## config.mk

```make
export PLATFORM = sky130hd
export DESIGN_NAME = axis_1553_bc_sequencer_flat
export DESIGN_NICKNAME = d
export VERILOG_FILES = /design/src/rtl/axis_1553_bc_sequencer_if.sv /design/src/rtl/axis_1553_bc_sequencer.sv /design/src/flat_wrapper.sv
export SDC_FILE = /design/constraint.sdc
export NUM_CORES = 1
export LEC_CHECK = 0
export CORE_MARGIN = 2
export CORE_UTILIZATION = 43
export CTS_CLUSTER_SIZE = 28
export DETAILED_ROUTE_END_ITERATION = 7
export PLACE_DENSITY = 0.78
export SLEW_MARGIN = 20
export SYNTH_ARGS = -nofsm -noshare
export SYNTH_HDL_FRONTEND = slang
export SYNTH_SLANG_ARGS = --single-unit
```

## constraint.sdc

```tcl
create_clock -name aclk -period 2 [get_ports aclk]
set_input_delay 0.3 -clock aclk [delete_from_list [all_inputs] [get_ports aclk]]
set_output_delay 0.3 -clock aclk [all_outputs]
set_load 0.03 [all_outputs]
```

## src/rtl/axis_1553_bc_sequencer_if.sv

```systemverilog
// rtl/axis_1553_bc_sequencer_if.sv - 16-bit word stream with 8-bit sync-type sideband
interface axis_1553_bc_sequencer_if;
  logic [15:0] tdata;
  logic        tvalid;
  logic        tready;
  logic [7:0]  tuser;

  modport master (output tdata, output tvalid, output tuser, input tready);
  modport slave  (input tdata, input tvalid, input tuser, output tready);
endinterface

```

## src/rtl/axis_1553_bc_sequencer.sv

```systemverilog
// rtl/axis_1553_bc_sequencer.sv - 1553 BC message sequencer; optional mode-code handling under BC_SEQ_MODE_CODE_EN
module axis_1553_bc_sequencer #(
  parameter int clock_speed    = 20000000,
  parameter int gap_us         = 4,
  parameter int timeout_cycles = 400
) (
  input  logic                            aclk,
  input  logic                            arstn,
  input  logic                            cmd_start,
  input  logic [4:0]                      cmd_rt_addr,
  input  logic                            cmd_tr,
  input  logic [4:0]                      cmd_subaddr,
  input  logic [4:0]                      cmd_word_count,
  output logic                            busy,
  output logic                            done,
  output logic                            err,
  axis_1553_bc_sequencer_if.slave         s_axis,
  axis_1553_bc_sequencer_if.master        m_axis,
  input  logic                            en_diff
);

  localparam int GAP_CYCLES = clock_speed / 1000000 * gap_us;
  localparam int GAP_W      = (GAP_CYCLES > 1) ? $clog2(GAP_CYCLES + 1) : 1;
  localparam int TO_W       = (timeout_cycles > 1) ? $clog2(timeout_cycles + 1) : 1;

  localparam logic [7:0] SYNC_CMD  = 8'h80;
  localparam logic [7:0] SYNC_DATA = 8'h40;

  typedef enum logic [2:0] {
    S_IDLE,
    S_CMD,
    S_DATA,
    S_WAIT_TX,
    S_GAP
  } state_t;

  state_t            state;
  logic              m_tvalid;
  logic [15:0]       m_tdata;
  logic [7:0]        m_tuser;
  logic [5:0]        remaining;
  logic [TO_W-1:0]   und_cnt;
  logic [GAP_W-1:0]  gap_cnt;
  logic              tx_seen;
  logic              mode_cmd;
  logic [5:0]        start_words;
  logic              s_ready;
  logic              s_hs;
  logic              m_hs;

`ifdef BC_SEQ_MODE_CODE_EN
  assign mode_cmd = (cmd_subaddr == 5'd0) || (cmd_subaddr == 5'd31);
`else
  assign mode_cmd = 1'b0;
`endif

  // Number of BC-to-RT data words implied by the incoming descriptor
  always_comb begin
    start_words = 6'd0;
    if (mode_cmd) begin
      start_words = (!cmd_tr && cmd_word_count[4]) ? 6'd1 : 6'd0;
    end else if (!cmd_tr) begin
      start_words = (cmd_word_count == 5'd0) ? 6'd32 : {1'b0, cmd_word_count};
    end
  end

  // Upstream may only advance while words are owed and the output slot frees up this cycle
  assign s_ready = (state == S_DATA) && (remaining != 6'd0) && (!m_tvalid || m_axis.tready);
  assign s_hs    = s_axis.tvalid && s_ready;
  assign m_hs    = m_tvalid && m_axis.tready;

  assign s_axis.tready = s_ready;
  assign m_axis.tvalid = m_tvalid;
  assign m_axis.tdata  = m_tdata;
  assign m_axis.tuser  = m_tuser;

  // Message sequencing: command word, data words, wait for the encoder, then the gap
  always_ff @(posedge aclk or negedge arstn) begin
    if (!arstn) begin
      state     <= S_IDLE;
      busy      <= 1'b0;
      done      <= 1'b0;
      err       <= 1'b0;
      m_tvalid  <= 1'b0;
      m_tdata   <= 16'd0;
      m_tuser   <= 8'd0;
      remaining <= 6'd0;
      und_cnt   <= '0;
      gap_cnt   <= '0;
      tx_seen   <= 1'b0;
    end else begin
      done <= 1'b0;
      err  <= 1'b0;
      if (busy && en_diff) begin
        tx_seen <= 1'b1;
      end
      case (state)
        S_IDLE: begin
          // done high means the previous message closed this cycle; start waits one more cycle
          if (cmd_start && !done) begin
            busy      <= 1'b1;
            m_tvalid  <= 1'b1;
            m_tdata   <= {cmd_rt_addr, cmd_tr, cmd_subaddr, cmd_word_count};
            m_tuser   <= SYNC_CMD;
            remaining <= start_words;
            und_cnt   <= '0;
            state     <= S_CMD;
          end
        end
        S_CMD: begin
          if (m_axis.tready) begin
            m_tvalid <= 1'b0;
            state    <= (remaining != 6'd0) ? S_DATA : S_WAIT_TX;
          end
        end
        S_DATA: begin
          if (s_hs) begin
            m_tvalid  <= 1'b1;
            m_tdata   <= s_axis.tdata;
            m_tuser   <= SYNC_DATA;
            remaining <= remaining - 6'd1;
            und_cnt   <= '0;
          end else if (m_hs) begin
            m_tvalid <= 1'b0;
            if (remaining == 6'd0) begin
              state <= S_WAIT_TX;
            end
          end else if ((remaining != 6'd0) && !s_axis.tvalid && !m_tvalid) begin
            // Encoder is starved; give up once the source has been silent too long
            if (und_cnt == TO_W'(timeout_cycles - 1)) begin
              err       <= 1'b1;
              remaining <= 6'd0;
              und_cnt   <= '0;
              state     <= S_WAIT_TX;
            end else begin
              und_cnt <= und_cnt + TO_W'(1);
            end
          end
        end
        S_WAIT_TX: begin
          if (!m_tvalid && tx_seen && !en_diff) begin
            gap_cnt <= '0;
            state   <= S_GAP;
          end
        end
        S_GAP: begin
          if (gap_cnt == GAP_W'(GAP_CYCLES - 1)) begin
            done    <= 1'b1;
            busy    <= 1'b0;
            tx_seen <= 1'b0;
            state   <= S_IDLE;
          end else begin
            gap_cnt <= gap_cnt + GAP_W'(1);
          end
        end
        default: state <= S_IDLE;
      endcase
    end
  end

endmodule

```

## src/flat_wrapper.sv

```systemverilog
// flat-port wrapper written by rule: the top's interface ports become plain ports
module axis_1553_bc_sequencer_flat 
#(
  parameter int clock_speed    = 20000000,
  parameter int gap_us         = 4,
  parameter int timeout_cycles = 400
)
  (aclk, arstn, cmd_start, cmd_rt_addr, cmd_tr, cmd_subaddr, cmd_word_count, busy, done, err, en_diff, s_axis_tdata, s_axis_tvalid, s_axis_tuser, s_axis_tready, m_axis_tdata, m_axis_tvalid, m_axis_tuser, m_axis_tready);
  axis_1553_bc_sequencer_if s_axis_i ();
  axis_1553_bc_sequencer_if m_axis_i ();
  input  logic aclk;
  input  logic arstn;
  input  logic cmd_start;
  input  logic [4:0] cmd_rt_addr;
  input  logic cmd_tr;
  input  logic [4:0] cmd_subaddr;
  input  logic [4:0] cmd_word_count;
  output logic busy;
  output logic done;
  output logic err;
  input  logic en_diff;
  input wire logic [$bits(s_axis_i.tdata)-1:0] s_axis_tdata;
  input wire logic [$bits(s_axis_i.tvalid)-1:0] s_axis_tvalid;
  input wire logic [$bits(s_axis_i.tuser)-1:0] s_axis_tuser;
  output wire logic [$bits(s_axis_i.tready)-1:0] s_axis_tready;
  output wire logic [$bits(m_axis_i.tdata)-1:0] m_axis_tdata;
  output wire logic [$bits(m_axis_i.tvalid)-1:0] m_axis_tvalid;
  output wire logic [$bits(m_axis_i.tuser)-1:0] m_axis_tuser;
  input wire logic [$bits(m_axis_i.tready)-1:0] m_axis_tready;
  assign s_axis_i.tdata = s_axis_tdata;
  assign s_axis_i.tvalid = s_axis_tvalid;
  assign s_axis_i.tuser = s_axis_tuser;
  assign s_axis_tready = s_axis_i.tready;
  assign m_axis_tdata = m_axis_i.tdata;
  assign m_axis_tvalid = m_axis_i.tvalid;
  assign m_axis_tuser = m_axis_i.tuser;
  assign m_axis_i.tready = m_axis_tready;
  axis_1553_bc_sequencer #(.clock_speed(clock_speed), .gap_us(gap_us), .timeout_cycles(timeout_cycles)) u_core (.aclk(aclk), .arstn(arstn), .cmd_start(cmd_start), .cmd_rt_addr(cmd_rt_addr), .cmd_tr(cmd_tr), .cmd_subaddr(cmd_subaddr), .cmd_word_count(cmd_word_count), .busy(busy), .done(done), .err(err), .s_axis(s_axis_i), .m_axis(m_axis_i), .en_diff(en_diff));
endmodule
```

==> Word level (Yosys, flattened, before mapping) <==
Cells that the tools add are included.
{ "op_classes": {"n_mux": 51, "add_sub_neg": 3, "reduce_logical": 30, "eq_ne": 20} }
{ "ops": {"columns": ["op", "count"], "rows": [
  ["$mux W9", 5],
  ["$mux W6", 7],
  ["$mux W16", 2],
  ["$pmux W16 S2", 1],
  ["$mux W3", 9],
  ["$pmux W9 S2", 1],
  ["$mux W1", 16],
  ["$mux W8", 2],
  ["$pmux W8 S2", 1],
  ["$ne A3 B2 Y1 const B", 5],
  ["$pmux W3 S5", 1],
  ["$mux W7", 2],
  ["$pmux W7 S2", 1],
  ["$pmux W6 S2", 1],
  ["$logic_and A1 B1 Y1", 10],
  ["$add A9 B1 Y9 const B", 1],
  ["$eq A9 B9 Y1 const B", 1],
  ["$reduce_and A3 Y1", 3],
  ["$ne A2 B1 Y1 const B", 4],
  ["$reduce_and A4 Y1", 2],
  ["$reduce_and A8 Y1", 1],
  ["$add A7 B1 Y7 const B", 1],
  ["$eq A7 B7 Y1 const B", 1],
  ["$eq A3 B2 Y1 const B", 2],
  ["other kinds (17)", 24]
]} }
{ "word_totals": {"ff_bits": 54, "input_bits": 46, "wordCells": 115} }

==> Logic depth before layout (Yosys ltp) <==
Gate-level depths: netlist (run 1).
{ "depth": {"word_depth": 7, "mapped_depth": 8, "depth_no_buf": 7} }

==> Worst setup path before layout (run 1) <==
OpenSTA, ideal clock, no wires.
{ "synth_timing": {"path_kind": "reg2reg", "from": "reg u_core.remaining[3]", "to": "reg u_core.und_cnt[5]", "arrival_time_ns": 1.990, "required_ns": 1.908, "synth_period_minus_slack_ns": 2.082, "path_slack_ns": -0.082, "stages_incl_launch_ff": 7, "path_buffers": 1, "setup_ns": 0.092, "cell_sequence": "dfrtp_1 or4_4 o211a_4 or2_4 or2_1 buf_6 o31ai_2"} }
{ "synth_between": {"elab_chain_len": 6, "elab_cells_between_ends": 11, "cone_classes": "eq/ne (2); mux (2); reduce/logical (7)"} }
{ "synth_lines": {"columns": ["element", "line", "rtl"], "rows": [
  ["start, declared", "axis_1553_bc_sequencer.sv:41", "logic [5:0] remaining;"],
  ["start signal, assigned", "axis_1553_bc_sequencer.sv:105", "remaining <= start_words;"],
  ["start signal, assigned", "axis_1553_bc_sequencer.sv:121", "remaining <= remaining - 6'd1;"],
  ["$reduce_bool A6 Y1 (*)", "axis_1553_bc_sequencer.sv:68, axis_1553_bc_sequencer.sv:128", null],
  ["$logic_and A1 B1 Y1 (2 in a row)", "axis_1553_bc_sequencer.sv:68", "assign s_ready = (state == S_DATA) && (remaining != 6'd0) && (!m_tvalid || m_axis.tready);"],
  ["$logic_and A1 B1 Y1", "axis_1553_bc_sequencer.sv:69", "assign s_hs = s_axis.tvalid && s_ready;"],
  ["$ne A3 B2 Y1 (no source line) / $mux W9 (equally long branches)", null, null],
  ["$reduce_and A4 Y1 (no source line) / $pmux W9 S2 (equally long branches)", null, null],
  ["end signal, assigned", "axis_1553_bc_sequencer.sv:136", "und_cnt <= und_cnt + TO_W'(1);"],
  ["end, declared", "axis_1553_bc_sequencer.sv:42", "logic [TO_W-1:0] und_cnt;"]
]} }
Every way passes the cells marked *; elsewhere a longest branch is shown, timed or not.
A chain may end at the register's enable or synchronous reset.

==> Worst setup path after layout (run 1) <==
Same ends and word-level chain as after synthesis.

==> out/qor.csv, run 1 <==
stage,metric,value,unit
drt,vias,2356,
final_layout,layout_common_cells,"clkdlybuf4s50_1, dfrtp_1, buf_4, a21o_1, a22o_1",
place,hpwl,4711,µm
final_layout,seqCellArea,1201,µm²
final_layout,final_nets,403,
sta,fin_skew,0.007925,ns
floorplan,die_area,6660,µm²
place,finalWeightedCongestion,0.8951,
status,status,"finished, violations left",
place,placed_area,3520,µm²
grt,first_global_vias,2280,
final_layout,antennaDiodeCount,0,
sta,period_needed,2.033,ns
logic_synthesis,ys_seq_area_frac,0.4638,
setup_path,crit_path_end_kind,flip-flop,
drt,drc,0,
drt,drt_pass1_iterations,4,
sta,fmax,491.9,MHz
logic_synthesis,synth_edf_count,0,
drt,routedWlPerCell,15.13,µm
floorplan,fp.dieH,81.61,µm
logic_synthesis,synth_area,2590,µm²
grt,gr-usage-all-layers,0.1964,
place,portBuffers,60,
place,place_inst,417,
logic_synthesis,ys_ff_latch,48,
logic_synthesis,netlist-cell-type-count,59,
setup_path,start_kind,flip-flop,
grt,grt_max_degree,23,
floorplan,core_area,5886,µm²
sta,tns,-0.1189,ns
power_and_ir_drop,power_density,1366,nW/µm²
drt,drt-initial-drc-count,120,
floorplan,num_rows,28,
sta,rsz0062_at_grt,yes,
grt,grt_antenna_before_repair,0,
power_and_ir_drop,ir_worst_vdd,0.7862,mV
logic_synthesis,ys_warn_count,0,
logic_synthesis,syn_avg_cell_area,10.12,µm²
sta,drv_slew,0,
cts,cts_tree,yes,
final_layout,multiInputGateArea,1353,µm²
min_path,worst_hold_path_type,input pin to async pin,
final_layout,synthToLayoutAreaGrowth,43.14,%
flow_run,drv_cap,0,
final_layout,drive_gt1_frac,0.2232,
sta,maxSlewHeadroom,0.6716,
power_and_ir_drop,power.total,5.063,mW
grt,gr-total-overflow,0,
floorplan,start_util,0.4401,
cts,cts_htree_levels,2,
floorplan,die_w,81.61,µm
drt,drt_wl_total,6492,µm
setup_path,ff2ff_path_depth,6,
cts,numClockSinks,48,
final_layout,n_fill_cell,483,
final_layout,instances_no_fill,429,
power_and_ir_drop,leakagePower,1.686,nW
grt,grt_pass1_wl,10170,µm
cts,cts_buffers,5,
cts,clkTransAtPathRegs,0.09,ns
sta,fin_ws,-0.03308,ns
setup_path,required,2.22,ns
setup_path,crit_arrival,2.25,ns
cts,cts_buffer_depth,2,
logic_synthesis,synth_ff_type,dfrtp_1,
sta,hold_viol_final,0,
sta,holdWs,0.4570,ns
final_layout,fin_area,3707,µm²
drt,ant_nets,0,
status,violations,setup timing,
setup_path,worstPathMaxFanout,4,
cts,insertion_delay,0.30,ns
sta,finalCritPeriodShare,1.017,
sta,finalSetupViolations,6,
final_layout,final_common_cell,clkdlybuf4s50_1,
sta,worst_pin_slew,0.4857,ns
logic_synthesis,synth-async-reset-ratio,1.000,
floorplan,ioPinCount,75,
logic_synthesis,synth_cells,256,
drt,vias_per_cell,5.492,
cts,cts-root-buf,clkbuf_8,
setup_path,criticalPathCategory,flip-flop to flip-flop,
==> worst paths after layout <==
path | start | end | slack (ns)
max | u_core.remaining[3] | u_core.und_cnt[5] | -0.03
min | arstn | u_core.remaining[1] | 0.46
max reg2reg | u_core.remaining[3] | u_core.und_cnt[5] | -0.03
min reg2reg | u_core.gap_cnt[4] | u_core.done | 0.48
max in group asynchronous | arstn | u_core.m_axis.tuser[7] | 0.96
min in group aclk | u_core.gap_cnt[4] | u_core.done | 0.48
==> per-stage QoR <==
step                utilization  worst slack [ns]
finish                   0.6299          -0.03308
global route             0.6299          -0.09463
CTS                      0.6214          -0.04493
detailed placement       0.5980           -0.2493
global placement         0.5980           -0.2177
floorplan                     -          -0.07259
==> worst max-delay path, stage by stage (launching register included) <==
cell      delay (ns)
dfrtp_1         0.39
or4_4           0.58
o211a_4         0.29
or2_4           0.24
buf_4           0.15
o2bb2a_2        0.25
o31ai_2         0.05
==> logic make-up (layout without fill, tap and decap cells) <==
logic type,after synthesis,count (layout),synth area share
AO/OA/AOI/OAI,84,84,0.2512
XOR/XNOR,6,6,0.02029
buffers and inverters,27,119,0.05507
AND/OR/NAND/NOR,85,86,0.1845
multiplexers,1,1,0.004348
adder cells (fa/ha/maj),4,4,0.01932
flip-flops,48,48,0.4638
other,1,6,0.001448
==> power by group <==
group | switching, mW | internal (mW) | total, mW
Clock | 0.342 | 0.248 | 0.590
Sequential | 0.230 | 1.32 | 1.55
Combinational | 1.52 | 1.41 | 2.93
==> flip-flops by register name, indices dropped and copies added (netlist names), 2 cells and up <==
register	count
u_core.m_axis.tdata	16
u_core.und_cnt	9
u_core.gap_cnt	7
u_core.remaining	6
u_core.state	3
u_core.m_axis.tuser	2
==> layout make-up <==
class	count	area share
multi-input cells	187	0.3648
flip-flops and latches	48	0.3240
repair buffers	101	0.2508
well taps	75	0.02531
clock buffers	5	0.01856
inverters	10	0.01012
clock inverters	3	0.006412
==> metal layers <==
layer	up-vias	GRT usage	routed length [µm]
li1	1132	-	-
met1	1148	0.2259	2720
met2	66	0.3525	3171
met3	10	0.05714	509
met4	0	0.06000	91
met5	-	0	0
==> synthesized netlist by cell type (3+ instances only) <==
cell type   n  area, µm²
dfrtp_1    48       1201
a21o_1     20      150.1
a22o_1     16      140.1
o21ai_0    16      80.08
nor2_1     15      56.30
nand2_1    14      52.55
inv_1      10      37.54
nand2b_1    9      56.30
nor3_1      8      40.04
buf_4       7      52.55
nand3_1     7      35.03
a21oi_1     6      30.03
buf_2       6      30.03
xor2_1      5      43.79
ha_1        4      50.05
nand3b_1    3      22.52
nand4_1     3      18.77
nor3b_1     3      22.52
nor4_1      3      18.77
o22ai_1     3      18.77
o31ai_2     3      37.54
==> repair_timing <==
item	CTS	global route
hold endpoints to repair	16	0
gates resized for setup	13	15
cloned	1	0
pin swaps	4	5
setup endpoints to repair	36	40
buffers inserted	2	0
hold buffers	1	0
No activity file was read; power rests on OpenSTA's default activity.
==> run 2: changes to the inputs <==
HOLD_SLACK_MARGIN = 0.02   (was not set)
==> results of run 2 <==
Final layout, timing and power as in run 1 (identical DEF).
